`config.mk`:
```
export PLATFORM = sky130hd
export DESIGN_NAME = seq_multiplier
export DESIGN_NICKNAME = d
export VERILOG_FILES = /design/src/rtl/seq_multiplier.sv
export SDC_FILE = /design/constraint.sdc
export NUM_CORES = 1
export LEC_CHECK = 0
export CELL_PAD_IN_SITES_DETAIL_PLACEMENT = 0
export CELL_PAD_IN_SITES_GLOBAL_PLACEMENT = 1
export CORE_UTILIZATION = 45
export CTS_BUF_LIST = sky130_fd_sc_hd__clkbuf_4
export CTS_CLUSTER_DIAMETER = 50
export DETAILED_ROUTE_END_ITERATION = 12
export PLACE_DENSITY_LB_ADDON = 0.1
export SKIP_LAST_GASP = 1
export SLEW_MARGIN = 20
export SYNTH_ARGS = -nofsm -noshare
export SYNTH_HDL_FRONTEND = slang
export SYNTH_SLANG_ARGS = --single-unit
export TNS_END_PERCENT = 50
```
`constraint.sdc`:
```
create_clock -name clk -period 5.2 [get_ports clk]
set_clock_uncertainty 0.1 [all_clocks]
set_input_delay 0.78 -clock clk [delete_from_list [all_inputs] [get_ports clk]]
set_output_delay 0.78 -clock clk [all_outputs]
set_load 0.1 [all_outputs]
```
`src/rtl/seq_multiplier.sv`:
```
// Sequential shift-add multiplier, one multiplier bit retired per clock.
// Unsigned operands use plain shift-add; signed operands use radix-2 Booth recoding.
module seq_multiplier #(
   parameter int WIDTH = 8
) (
   input  logic               clk,
   input  logic               rst,
   input  logic               in_valid,
   output logic               in_ready,
   input  logic [WIDTH-1:0]   a,
   input  logic [WIDTH-1:0]   b,
   input  logic               signed_mode,
   output logic               out_valid,
   input  logic               out_ready,
   output logic [2*WIDTH-1:0] p
);

   localparam int CW = $clog2(WIDTH);

   typedef enum logic [1:0] {IDLE, CALC, DONE} state_t;

   state_t             r_state;
   state_t             w_state_nxt;
   logic [WIDTH:0]     r_acc;
   logic [WIDTH-1:0]   r_a;
   logic [WIDTH-1:0]   r_mul;
   logic               r_sgn;
   logic               r_prev;
   logic [CW-1:0]      r_cnt;
   logic [2*WIDTH-1:0] r_p;

   logic               w_last;
   logic               w_add;
   logic               w_sub;
   logic [WIDTH:0]     w_a_ext;
   logic [WIDTH:0]     w_sum;
   logic [WIDTH:0]     w_acc_sh;
   logic [WIDTH-1:0]   w_mul_sh;

   assign w_last    = (r_cnt == CW'(WIDTH - 1));
   assign in_ready  = (r_state == IDLE);
   assign out_valid = (r_state == DONE);
   assign p         = r_p;

   // Booth pair (b[i], b[i-1]): 01 adds, 10 subtracts; unsigned mode just adds on a 1 bit.
   always_comb begin
      w_a_ext  = r_sgn ? {r_a[WIDTH-1], r_a} : {1'b0, r_a};
      w_add    = r_sgn ? (~r_mul[0] & r_prev) : r_mul[0];
      w_sub    = r_sgn & r_mul[0] & ~r_prev;
      w_sum    = r_acc;
      if (w_add)
         w_sum = r_acc + w_a_ext;
      else if (w_sub)
         w_sum = r_acc - w_a_ext;
      w_acc_sh = {r_sgn & w_sum[WIDTH], w_sum[WIDTH:1]};
      w_mul_sh = {w_sum[0], r_mul[WIDTH-1:1]};
   end

   always_comb begin
      w_state_nxt = r_state;
      case (r_state)
         IDLE:    if (in_valid)  w_state_nxt = CALC;
         CALC:    if (w_last)    w_state_nxt = DONE;
         DONE:    if (out_ready) w_state_nxt = IDLE;
         default: w_state_nxt = IDLE;
      endcase
   end

   always_ff @(posedge clk) begin
      if (rst)
         r_state <= IDLE;
      else
         r_state <= w_state_nxt;
   end

   always_ff @(posedge clk) begin
      if (rst) begin
         r_acc  <= '0;
         r_a    <= '0;
         r_mul  <= '0;
         r_sgn  <= 1'b0;
         r_prev <= 1'b0;
         r_cnt  <= '0;
         r_p    <= '0;
      end else if (r_state == IDLE) begin
         if (in_valid) begin
            r_a    <= a;
            r_mul  <= b;
            r_sgn  <= signed_mode;
            r_acc  <= '0;
            r_prev <= 1'b0;
            r_cnt  <= '0;
         end
      end else if (r_state == CALC) begin
         r_acc  <= w_acc_sh;
         r_mul  <= w_mul_sh;
         r_prev <= r_mul[0];
         r_cnt  <= r_cnt + 1'b1;
         if (w_last)
            r_p <= {w_acc_sh[WIDTH-1:0], w_mul_sh};
      end
   end

endmodule
```
Word level (Yosys, flattened, before mapping)
Index checks and enable logic that the tools add are counted.
{"block": "totals", "input_bits": 21, "memories": 0, "ram_bits": 0, "latch_bits": 0, "rom_bits": 0, "ff_bits": 48, "out_inout_bits": 18}
{"block": "op_classes", "div": 0, "muxes": 20, "n_lt_le_gt_ge": 0, "addsub": 3, "eq_ne": 6, "shift": 0, "n_bitwise": 7, "multipliers": 0, "n_reduce_logical": 6}
{"cell": "$mux W9", "count": 6}
{"cell": "$mux W8", "count": 3}
{"cell": "$add A9 B9 Y9", "count": 1}
{"cell": "$mux W3", "count": 3}
{"cell": "$sub A9 B9 Y9", "count": 1}
{"cell": "$mux W2", "count": 3}
{"cell": "$pmux W2 S3", "count": 1}
{"cell": "$reduce_and A3 Y1", "count": 2}
{"cell": "$and A1 B1 Y1", "count": 4}
{"cell": "$mux W1", "count": 4}
{"cell": "$ne A2 B2 Y1 const B", "count": 2}
{"cell": "$reduce_and A2 Y1", "count": 2}
{"cell": "$add A3 B1 Y3 const B", "count": 1}
{"cell": "$eq A3 B3 Y1 const B", "count": 1}
{"cell": "$not A1 Y1", "count": 3}
{"cell": "$eq A2 B1 Y1 const B", "count": 1}
{"cell": "$eq A2 B2 Y1 const B", "count": 1}
{"cell": "$logic_not A2 Y1", "count": 1}
{"cell": "$ne A2 B1 Y1 const B", "count": 1}
{"cell": "$reduce_bool A2 Y1", "count": 1}

Depth between registers and ports, before layout
{"block": "depth", "word_depth": 7, "ltp_mapped": 10, "mapped_depth_nobuf": 10}

Least setup slack after synthesis
Ideal clock, no wire load.
{"block": "synth_timing", "path_kind": "flip-flop to output port", "startpoint": "register r_state[1]", "endpoint": "output out_valid", "t_arrival_ns": 2.014, "slack_ns": 2.306, "path_stages_with_launch": 3, "path_cell_list": "dfxtp_1 -> clkbuf_1 -> nor2b_1"}
{"block": "synth_via", "elab_chain_len": 1}
{"item": "from (decl)", "line": "22", "source": "state_t r_state;"}
{"item": "from (signal assigned)", "line": "73", "source": "r_state <= w_state_nxt;"}
{"item": "$eq A2 B2 Y1", "line": "42", "source": "assign out_valid = (r_state == DONE);"}
{"item": "to (decl)", "line": "13", "source": "output logic out_valid,"}
Every way passes these cells.

Final worst setup path
{"block": "layout_timing", "startpoint": "register r_state[1]", "endpoint": "output in_ready"}
{"block": "layout_via", "elab_chain_len": 1}
{"item": "$logic_not A2 Y1", "line": "41", "source": "assign in_ready = (r_state == IDLE);"}
{"item": "to (decl)", "line": "9", "source": "output logic in_ready,"}
Every way passes these cells.

==> flow_summary.toml <==
[yosys]
synth_area_um2 = 2864
synth_common_cells = "nand2_1 (51), dfxtp_1 (48), a21oi_1 (36), nor2_1 (36), o21ai_0 (20)"
synthArstFlopShare = 0
synth_top_area_share = 0.3355
synthesis.yosys.warnings = 0
syn_nets = 404
synth_edf_count = 0
synth_seq_area_share = 0.3355
ys_ff_latch = 48
synth_ff_type = "dfxtp_1"
synth.most_common_cell = "nand2_1"
syn-mean-instance-area_um2 = 7.890
ys_types = 63
synth_area_leaders = "dfxtp_1 (34%), ha_1 (7.9%), nand2_1 (6.7%)"
synth_top_area_cell = "dfxtp_1"
syn_inst = 363

[final_layout]
fill_cells = 594
n_antenna_cell = 0
drive_gt1_frac = 0.05455
final_nets = 426
syn2layout_area_growth_pct = 14.42
fin_cells = 460
final_core_util = 0.5438

[clocking]
cts_sinks = 48
htree_levels = 2
tritoncts = "yes"
ctsRootBufferMaster = "clkbuf_4"
insertion_delay_ns = 0.36
clk_pin_slew_ns = 0.14
cts_resized = 0
post_cts.repair.setup_buffers = 0
cts_made_buffers = 5
hold_buffers = 0
cts_buffer_depth = 2

[min_path]
holdPathStages = 2
hp-class = "flop to flop"

[outcome]
status = "finished, final reports clean"

[placed_design]
place_hpwl_um = 5465
port_buffers = 38
place_congestion = 0.8449
dpl.cell_count = 453

[setup_path]
path_class = "flop to primary output"
cp-start-kind = "flop"
critPathRequiredTime_ns = 4.32
cp.arrival_ns = 2.60
critPathCaptureType = "primary output"
ff2ff_path_depth = 8
r2r_slack_ns = 2.46
crit_fanout = 15

[sta]
drv_slew = 0
finalSetupTns_ns = 0
worst_pin_slew_ns = 0.9962
fmax_mhz = 287.1
slew-limit-headroom = 0.3338
hold_violations = 0
min_period_ns = 3.483
period_share = 0.6698
finalSetupViolCount = 0
rsz0062_at_grt = "false"

[floorplanning]
dieArea_um2 = 6687
io_pins = 39
start_util = 0.4753
dieWidth_um = 81.78
rows = 28
coreArea_um2 = 6026
die_h_um = 81.78

[power]
power_density_nw_per_um2 = 217.5
leakage_uw = 0.001236
ir_worst_vdd_v = 0.0001370

[global_routing]
grt_first_pass_wirelength_um = 11670
grt_use_total = 0.2313
antenna_found_initial = 0
grt_start_max_net_pins = 32
grt_pass1_vias = 2384
gr-total-overflow = 0

[route]
wl_um = 7374
drt_iter0_drc = 189
dr.pass1.iters = 5
vias = 2650
viasPerCell = 5.761
drc = 0
wl_per_cell_um = 16.03
ant_nets = 0

[job]
max_cap_violations = 0
[layout make-up]
type	count	area, µm²	share of cell area
Multi-Input combinational cell	271	1709	0.5216
Sequential cell	48	960.9	0.2932
Timing Repair Buffer	39	387.9	0.1184
Tap cell	75	93.84	0.02864
Inverter	20	75.07	0.02291
Clock buffer	5	37.54	0.01145
Clock inverter	2	12.51	0.003818
[worst max-delay path, cell delays in order, from the launching register on]
cell	delay, ns
dfxtp_1	0.45
nor2_1	0.53
clkdlybuf4s50_1	1.25
[registers in the layout, indices dropped and copies added (netlist names)]
signal,cells
p,16
r_acc,9
r_a,8
r_mul,8
r_cnt,3
r_state,2
r_prev,1
r_sgn,1
[report_power, final]
part	switching, µW	leakage, µW	internal (µW)	total [µW]
Sequential	17.1	0.000391	381	398
Clock	120	0.0000287	49.9	170
Combinational	87.7	0.000817	56.3	144
[layout by cell type, fill, tap and decap left out, drive strengths merged, types with 2 or more instances in the layout]
master         instances
a211oi                 3
o221ai                 4
o22a                   2
nor2b                  4
clkdlybuf4s50         38
dfxtp                 48
a31oi                  2
mux2                   2
xnor2                  3
a311oi                 8
xor2                   2
nor3                   5
o21ai                 21
mux2i                  4
clkbuf                 5
nand2                 52
nor2                  36
a211o                  2
or2b                   2
ha                    18
a221oi                 3
clkinv                 3
inv                   19
o21a                   2
nand4                  4
fa                     2
o211ai                 5
o41ai                  2
or3                    3
a22oi                  5
a21oi                 36
nand2b                 5
or4                    4
nand3                 11
a221o                  3
[cell families (layout without fill, tap and decap cells)]
logic type,count (synthesis),after routing,synth area share
adders and majority gates,20,20,0.09262
muxes,6,6,0.02184
buffers and inverters,44,66,0.06858
AOI/OAI and AO/OA,108,108,0.2525
DFF,48,48,0.3355
and+or+nand+nor,132,132,0.2136
xor gates and xnor gates,5,5,0.01529
[layer usage]
layer | up-vias | GRT usage | share of wire
met4 | 0 | 0.05789 | 0.016
met3 | 7 | 0.03444 | 0.040
met5 | - | 0 | 0
met2 | 57 | 0.3802 | 0.47
met1 | 1248 | 0.3156 | 0.48
li1 | 1338 | - | -
[path summary, 6_finish.rpt]
path | start | endpoint
max | r_state[1] | in_ready
min | p[2] | p[2]
max reg2reg | r_acc[0] | r_acc[8]
min reg2reg | p[2] | p[2]
[per-stage QoR]
stage          setup WS (ns)  cell area [µm²]  hold slack (ns)  power (µW)
2_1_floorplan          2.306             2864           0.3419       506.7
3_3_place_gp           2.187             3224           0.3460       546.8
3_5_place_dp           2.118             3224           0.3496       548.2
4_1_cts                1.717             3274           0.3675       717.3
5_1_grt                1.541             3277           0.3867       747.8
6_report               1.717             3277           0.3631       712.6
No activity file was read; power rests on OpenSTA's default activity.
